File: config.mk
export PLATFORM = sky130hd
export DESIGN_NAME = addsub_serial
export DESIGN_NICKNAME = d
export VERILOG_FILES = /design/src/rtl/addsub_serial.sv
export SDC_FILE = /design/constraint.sdc
export NUM_CORES = 1
export LEC_CHECK = 0
export CAP_MARGIN = 20
export CORE_UTILIZATION = 45
export CTS_CLUSTER_DIAMETER = 80
export DETAILED_ROUTE_END_ITERATION = 10
export PLACE_DENSITY = 0.82
export SYNTH_ARGS = -nofsm -noshare
export SYNTH_HDL_FRONTEND = slang
export SYNTH_SLANG_ARGS = --single-unit
File: constraint.sdc
create_clock -name clk -period 2.1 [get_ports clk]
set_input_delay 0.21 -clock clk [delete_from_list [all_inputs] [get_ports clk]]
set_output_delay 0.21 -clock clk [all_outputs]
set_load 0.02 [all_outputs]
File: src/rtl/addsub_serial.sv
// ---------------------------------------------------------------------------
// addsub_serial
//   Digit-serial two's-complement adder/subtractor. Operands are captured on
//   an in_valid/in_ready handshake, then processed DIGIT bits per clock, LSB
//   first. After WIDTH/DIGIT cycles the result, carry-out and signed overflow
//   are presented on an out_valid/out_ready handshake. Only one operation is
//   in flight at a time.
//
// Parameters
//   WIDTH  operand/result width (>= 2)
//   DIGIT  bits processed per clock (WIDTH must be a multiple of DIGIT)
//
// Ports
//   clk        rising-edge clock
//   rst        synchronous active-high reset (aborts any operation)
//   in_valid   operands valid           in_ready   unit idle, can accept
//   op         0 = a+b, 1 = a-b         a, b       signed operands
//   out_valid  result valid             out_ready  consumer accepts result
//   sum        signed result            c_out      carry out of MSB
//   ovf        signed overflow (carry into MSB ^ carry out of MSB)
//
// Build option
//   ADDSUB_SAT_EN  when defined, an overflowing result is clamped to the most
//                  positive / most negative value; c_out and ovf stay raw.
// ---------------------------------------------------------------------------
module addsub_serial #(
  parameter int WIDTH = 4,
  parameter int DIGIT = 1
) (
  input  logic             clk,
  input  logic             rst,
  input  logic             in_valid,
  output logic             in_ready,
  input  logic             op,
  input  logic [WIDTH-1:0] a,
  input  logic [WIDTH-1:0] b,
  output logic             out_valid,
  input  logic             out_ready,
  output logic [WIDTH-1:0] sum,
  output logic             c_out,
  output logic             ovf
);

  localparam int N  = WIDTH / DIGIT;
  localparam int CW = (N > 1) ? $clog2(N) : 1;

  generate
    if ((WIDTH < 2) || (DIGIT < 1) || ((WIDTH % DIGIT) != 0)) begin : g_param_check
      $error("addsub_serial: WIDTH must be >= 2 and a multiple of DIGIT");
    end
  endgenerate

  typedef enum logic [1:0] {
    ST_IDLE = 2'd0,
    ST_RUN  = 2'd1,
    ST_DONE = 2'd2
  } state_t;

  state_t           state_q, state_d;
  logic [WIDTH-1:0] a_q, a_d;
  logic [WIDTH-1:0] b_q, b_d;
  logic [WIDTH-1:0] res_q, res_d;
  logic             carry_q, carry_d;
  logic [CW-1:0]    cnt_q, cnt_d;
  logic [WIDTH-1:0] sum_q, sum_d;
  logic             c_out_q, c_out_d;
  logic             ovf_q, ovf_d;

  // Datapath for one digit
  logic [DIGIT:0]   digit_sum;
  logic             carry_into_msb;
  logic             raw_ovf;
  logic [WIDTH-1:0] res_shift;
  logic [WIDTH-1:0] result_final;

  assign digit_sum = {1'b0, a_q[DIGIT-1:0]} + {1'b0, b_q[DIGIT-1:0]}
                   + {{DIGIT{1'b0}}, carry_q};

  // The carry entering the top bit of the digit is recovered from the sum bit:
  // s = a ^ b ^ cin  =>  cin = s ^ a ^ b. Only meaningful in the last digit,
  // where the top bit of the digit is the operand MSB.
  assign carry_into_msb = digit_sum[DIGIT-1] ^ a_q[DIGIT-1] ^ b_q[DIGIT-1];
  assign raw_ovf        = carry_into_msb ^ digit_sum[DIGIT];

  // New digit enters the result register from the top; after N cycles the
  // first digit has travelled down to the LSB position.
  assign res_shift = (res_q >> DIGIT)
                   | (WIDTH'(digit_sum[DIGIT-1:0]) << (WIDTH - DIGIT));

`ifdef ADDSUB_SAT_EN
  always_comb begin
    result_final = res_shift;
    if (raw_ovf) begin
      // Wrapped MSB of 1 means two positives overflowed, and vice versa.
      result_final = res_shift[WIDTH-1] ? {1'b0, {(WIDTH-1){1'b1}}}
                                        : {1'b1, {(WIDTH-1){1'b0}}};
    end
  end
`else
  assign result_final = res_shift;
`endif

  // Next-state and datapath control
  always_comb begin
    state_d = state_q;
    a_d     = a_q;
    b_d     = b_q;
    res_d   = res_q;
    carry_d = carry_q;
    cnt_d   = cnt_q;
    sum_d   = sum_q;
    c_out_d = c_out_q;
    ovf_d   = ovf_q;

    case (state_q)
      ST_IDLE: begin
        if (in_valid) begin
          // Subtraction is a + ~b + 1: invert b here, carry-in supplies the +1.
          a_d     = a;
          b_d     = b ^ {WIDTH{op}};
          carry_d = op;
          res_d   = '0;
          cnt_d   = '0;
          state_d = ST_RUN;
        end
      end

      ST_RUN: begin
        a_d     = a_q >> DIGIT;
        b_d     = b_q >> DIGIT;
        res_d   = res_shift;
        carry_d = digit_sum[DIGIT];
        cnt_d   = cnt_q + CW'(1);
        if (cnt_q == CW'(N - 1)) begin
          cnt_d   = '0;
          sum_d   = result_final;
          c_out_d = digit_sum[DIGIT];
          ovf_d   = raw_ovf;
          state_d = ST_DONE;
        end
      end

      ST_DONE: begin
        if (out_ready) begin
          state_d = ST_IDLE;
        end
      end

      default: begin
        state_d = ST_IDLE;
      end
    endcase
  end

  always_ff @(posedge clk) begin
    if (rst) begin
      state_q <= ST_IDLE;
      a_q     <= '0;
      b_q     <= '0;
      res_q   <= '0;
      carry_q <= 1'b0;
      cnt_q   <= '0;
      sum_q   <= '0;
      c_out_q <= 1'b0;
      ovf_q   <= 1'b0;
    end else begin
      state_q <= state_d;
      a_q     <= a_d;
      b_q     <= b_d;
      res_q   <= res_d;
      carry_q <= carry_d;
      cnt_q   <= cnt_d;
      sum_q   <= sum_d;
      c_out_q <= c_out_d;
      ovf_q   <= ovf_d;
    end
  end

  assign in_ready  = (state_q == ST_IDLE);
  assign out_valid = (state_q == ST_DONE);
  assign sum       = sum_q;
  assign c_out     = c_out_q;
  assign ovf       = ovf_q;

endmodule
==> metrics <==
Total Die Area=2640 µm²; Syn. warnings=0; starting density of the core=48.7%; Final Slew Violations=0; initial antenna violation count=0; GRT overflow=0; TNS Setup=0 ps; clock skew=between 1 and 1.5 ps; Gates resized, CTS repair=0; post-placement worst setup slack=477 ps; most area-hungry cell type in the Yosys netlist=dfxtp_1; mean routed wirelength per cell=12.0 µm; net count reported at finish=between 150 and 200; first drt pass iteration count=5; clock tree from TritonCTS=done; half-perimeter wire length after placement=roughly 1500 µm; residual antenna-violating net count after detailed routing=0; standard cell core area=roughly 2300 µm²; nets in the synthesized netlist=approximately 140; number of buffers on the longest clock path=2; internal power contribution=0.000586 W; final core occ=58.4%; period utilisation layout=87.7%; combinational power share=19.6%; pin count of the biggest net entering global routing=18; share of power burned in the clock network=22.7%; root buffer selected by CTS=clkbuf_4; layout cell share with drive strength beyond 1=12.2%; horizontal die dimension=51.4 µm; post-CTS repair timing setup buffer count=0; type of element launching the critical path=register; top post-synthesis cells by area=dfxtp_1 40%, nor2_1 7.2%, a22oi_1 4.8%; final routed DRC violation total=0; Routability Congestion=0.782; Fin. Hold Viols=0; number of sinks on the clock net=22; gate count of the mapped netlist=122; hold-fix buffer count after cts=0; reported max-cap violation count=0; achievable clock frequency=0.543 GHz; result of the run=finished, final reports clean; latest clock arrival within the worst-skew pair=about 290 ps; hold_ws=between 400 and 500 ps; number of placement rows=17; min setup slack post-route=258 ps; All-Layer GR Usage=17.6%; pin slew with the least headroom to its limit=626 ps; shortest clock period the worst path allows after layout=around 1800 ps; port buffer count=20; PwrDens=~600 nW/µm²; first-pass GRT wire length=~3500 µm; placed instance count=~160; I/O pin count=21; required time at the worst-slack endpoint=1890 ps; area growth from synthesis to layout=19.9%; classification of the worst setup path=reg -> out; total wire length after detailed routing=roughly 2000 µm; number of antenna cells inserted=0; RSZ-0062 raised after global routing=no; H-Tree Level Count=1; net load switching power=between 0.0002 and 0.00025 W; switching power share of the total=25.8%; number of global-route vias before repair=828; WP data arrival=1630 ps; Yosys top cell area share=40.1%; type of the most critical hold path=reg -> reg; share of power burned in registers=57.7%; leakage dissipation=0.488 nW; final number of setup-violating endpoints=0; vias per cell=between 5 and 6; CP Capture Type=primary output; Max rail drop VDD=298 µV; sequential area share after synthesis=40.1%; largest driver fanout on the critical path=8; total number of vias=868; clock slew at reported path FFs=between 100 and 150 ps; height of the die=51.4 µm; Post-Syn Area=roughly 1100 µm²; number of buffers created by CTS=3; slew margin rel.=around 58%; count of unique library cells instantiated by Yosys=32; total of flip-flops plus latches after synthesis=22; average cell area after synthesis=around 9.0 µm²; Final Instance Count excl. Fillers=167; Iter 0 DRT Violations=16
==> placed cells by master, fill, tap and decap left out, drive strengths merged, types with 2 or more instances in the layout <==
cell,Yosys,final
nor2b,3,3
nand2b,3,3
xnor2,4,4
o21ai,3,3
clkdlybuf4s50,0,20
nor2,24,24
inv,8,8
a211oi,3,3
nand3b,4,4
o221a,3,3
dfxtp,22,22
xor2,3,3
a22oi,7,7
a21oi,10,10
clkbuf,1,3
buf,8,3
nand2,2,2
mux2i,3,3
==> cell type report <==
type,count,area [µm²]
inverters,8,30.0
repair buffers,23,223
flip-flops and latches,22,440
well taps,28,35.0
multi-input cells,83,567
fillers,214,937
clock buffers,3,22.5
==> synth_stat cells <==
library cell,number
buf_1,1
nand2b_1,3
ha_1,1
nor2_2,3
nor2b_1,2
nand3b_1,4
o22ai_1,1
a22oi_1,7
clkbuf_1,1
mux2i_1,3
o21ai_0,3
dfxtp_1,22
a21o_1,1
o221a_2,3
nand2_1,2
nor2_1,21
o21a_1,1
fa_1,1
a21oi_1,10
a2bb2oi_1,1
a211oi_2,3
o21bai_2,1
nor2b_4,1
and3b_1,1
buf_6,3
a221oi_1,1
o2bb2ai_1,1
xor2_1,3
buf_2,4
or2_1,1
inv_1,8
xnor2_1,4
==> flip-flops by register name, indices dropped and copies added (netlist names) <==
register and count:
a_q 4, b_q 4, c_out 1, carry_q 1, cnt_q 2, ovf 1, res_q 3, state_q 2
sum 4
==> power groups by stage <==
stage                     clock network, W  registers [W]  logic, W
after CTS                         0.000188       0.000456  0.000155
after floorplan                          0       0.000457  0.000115
after global placement                   0       0.000465  0.000151
after global routing              0.000204       0.000460  0.000171
final                             0.000180       0.000456  0.000155
after detailed placement                 0       0.000465  0.000155
==> kinds of logic after synthesis <==
logic type,count (synthesis),synth area share [%]
and+or+nand+nor,38,17.8
muxes,3,2.73
buffers and inverters,17,8.31
adders and majority gates,2,2.96
DFF,22,40.1
AOI/OAI and AO/OA,33,22.6
xor gates and xnor gates,7,5.58
==> through the flow <==
| step | cell area (µm²) | total power, W |
|---|---|---|
| floorplan | 1100 | 0.000572 |
| global placement | 1290 | 0.000615 |
| detailed placement | 1290 | 0.000621 |
| CTS | 1320 | 0.000799 |
| global route | 1320 | 0.000835 |
| finish | 1320 | 0.000790 |
==> worst max-delay path: stages, from the launching register on <==
cell             delay, ps
dfxtp_1                500
nor2b_1                210
clkdlybuf4s50_1        620
==> layer usage <==
layer / track usage (%) / wire length, µm
met5: 0 / 0
met1: 22.6 / 965
met4: 5.86 / 8
met2: 29.9 / 996
met3: 2.68 / 35
==> worst paths after layout <==
| kind | startpoint | end | slack [ps] | cells after the start |
|---|---|---|---|---|
| max | state_q[1] | out_valid | 260 | 2 |
| min | a_q[3] | a_q[3] | 490 | 2 |
| max reg2reg | a_q[0] | ovf | 460 | 5 |
| min reg2reg | a_q[3] | a_q[3] | 490 | 2 |
Note: power is estimated with default switching activity, not from simulation.
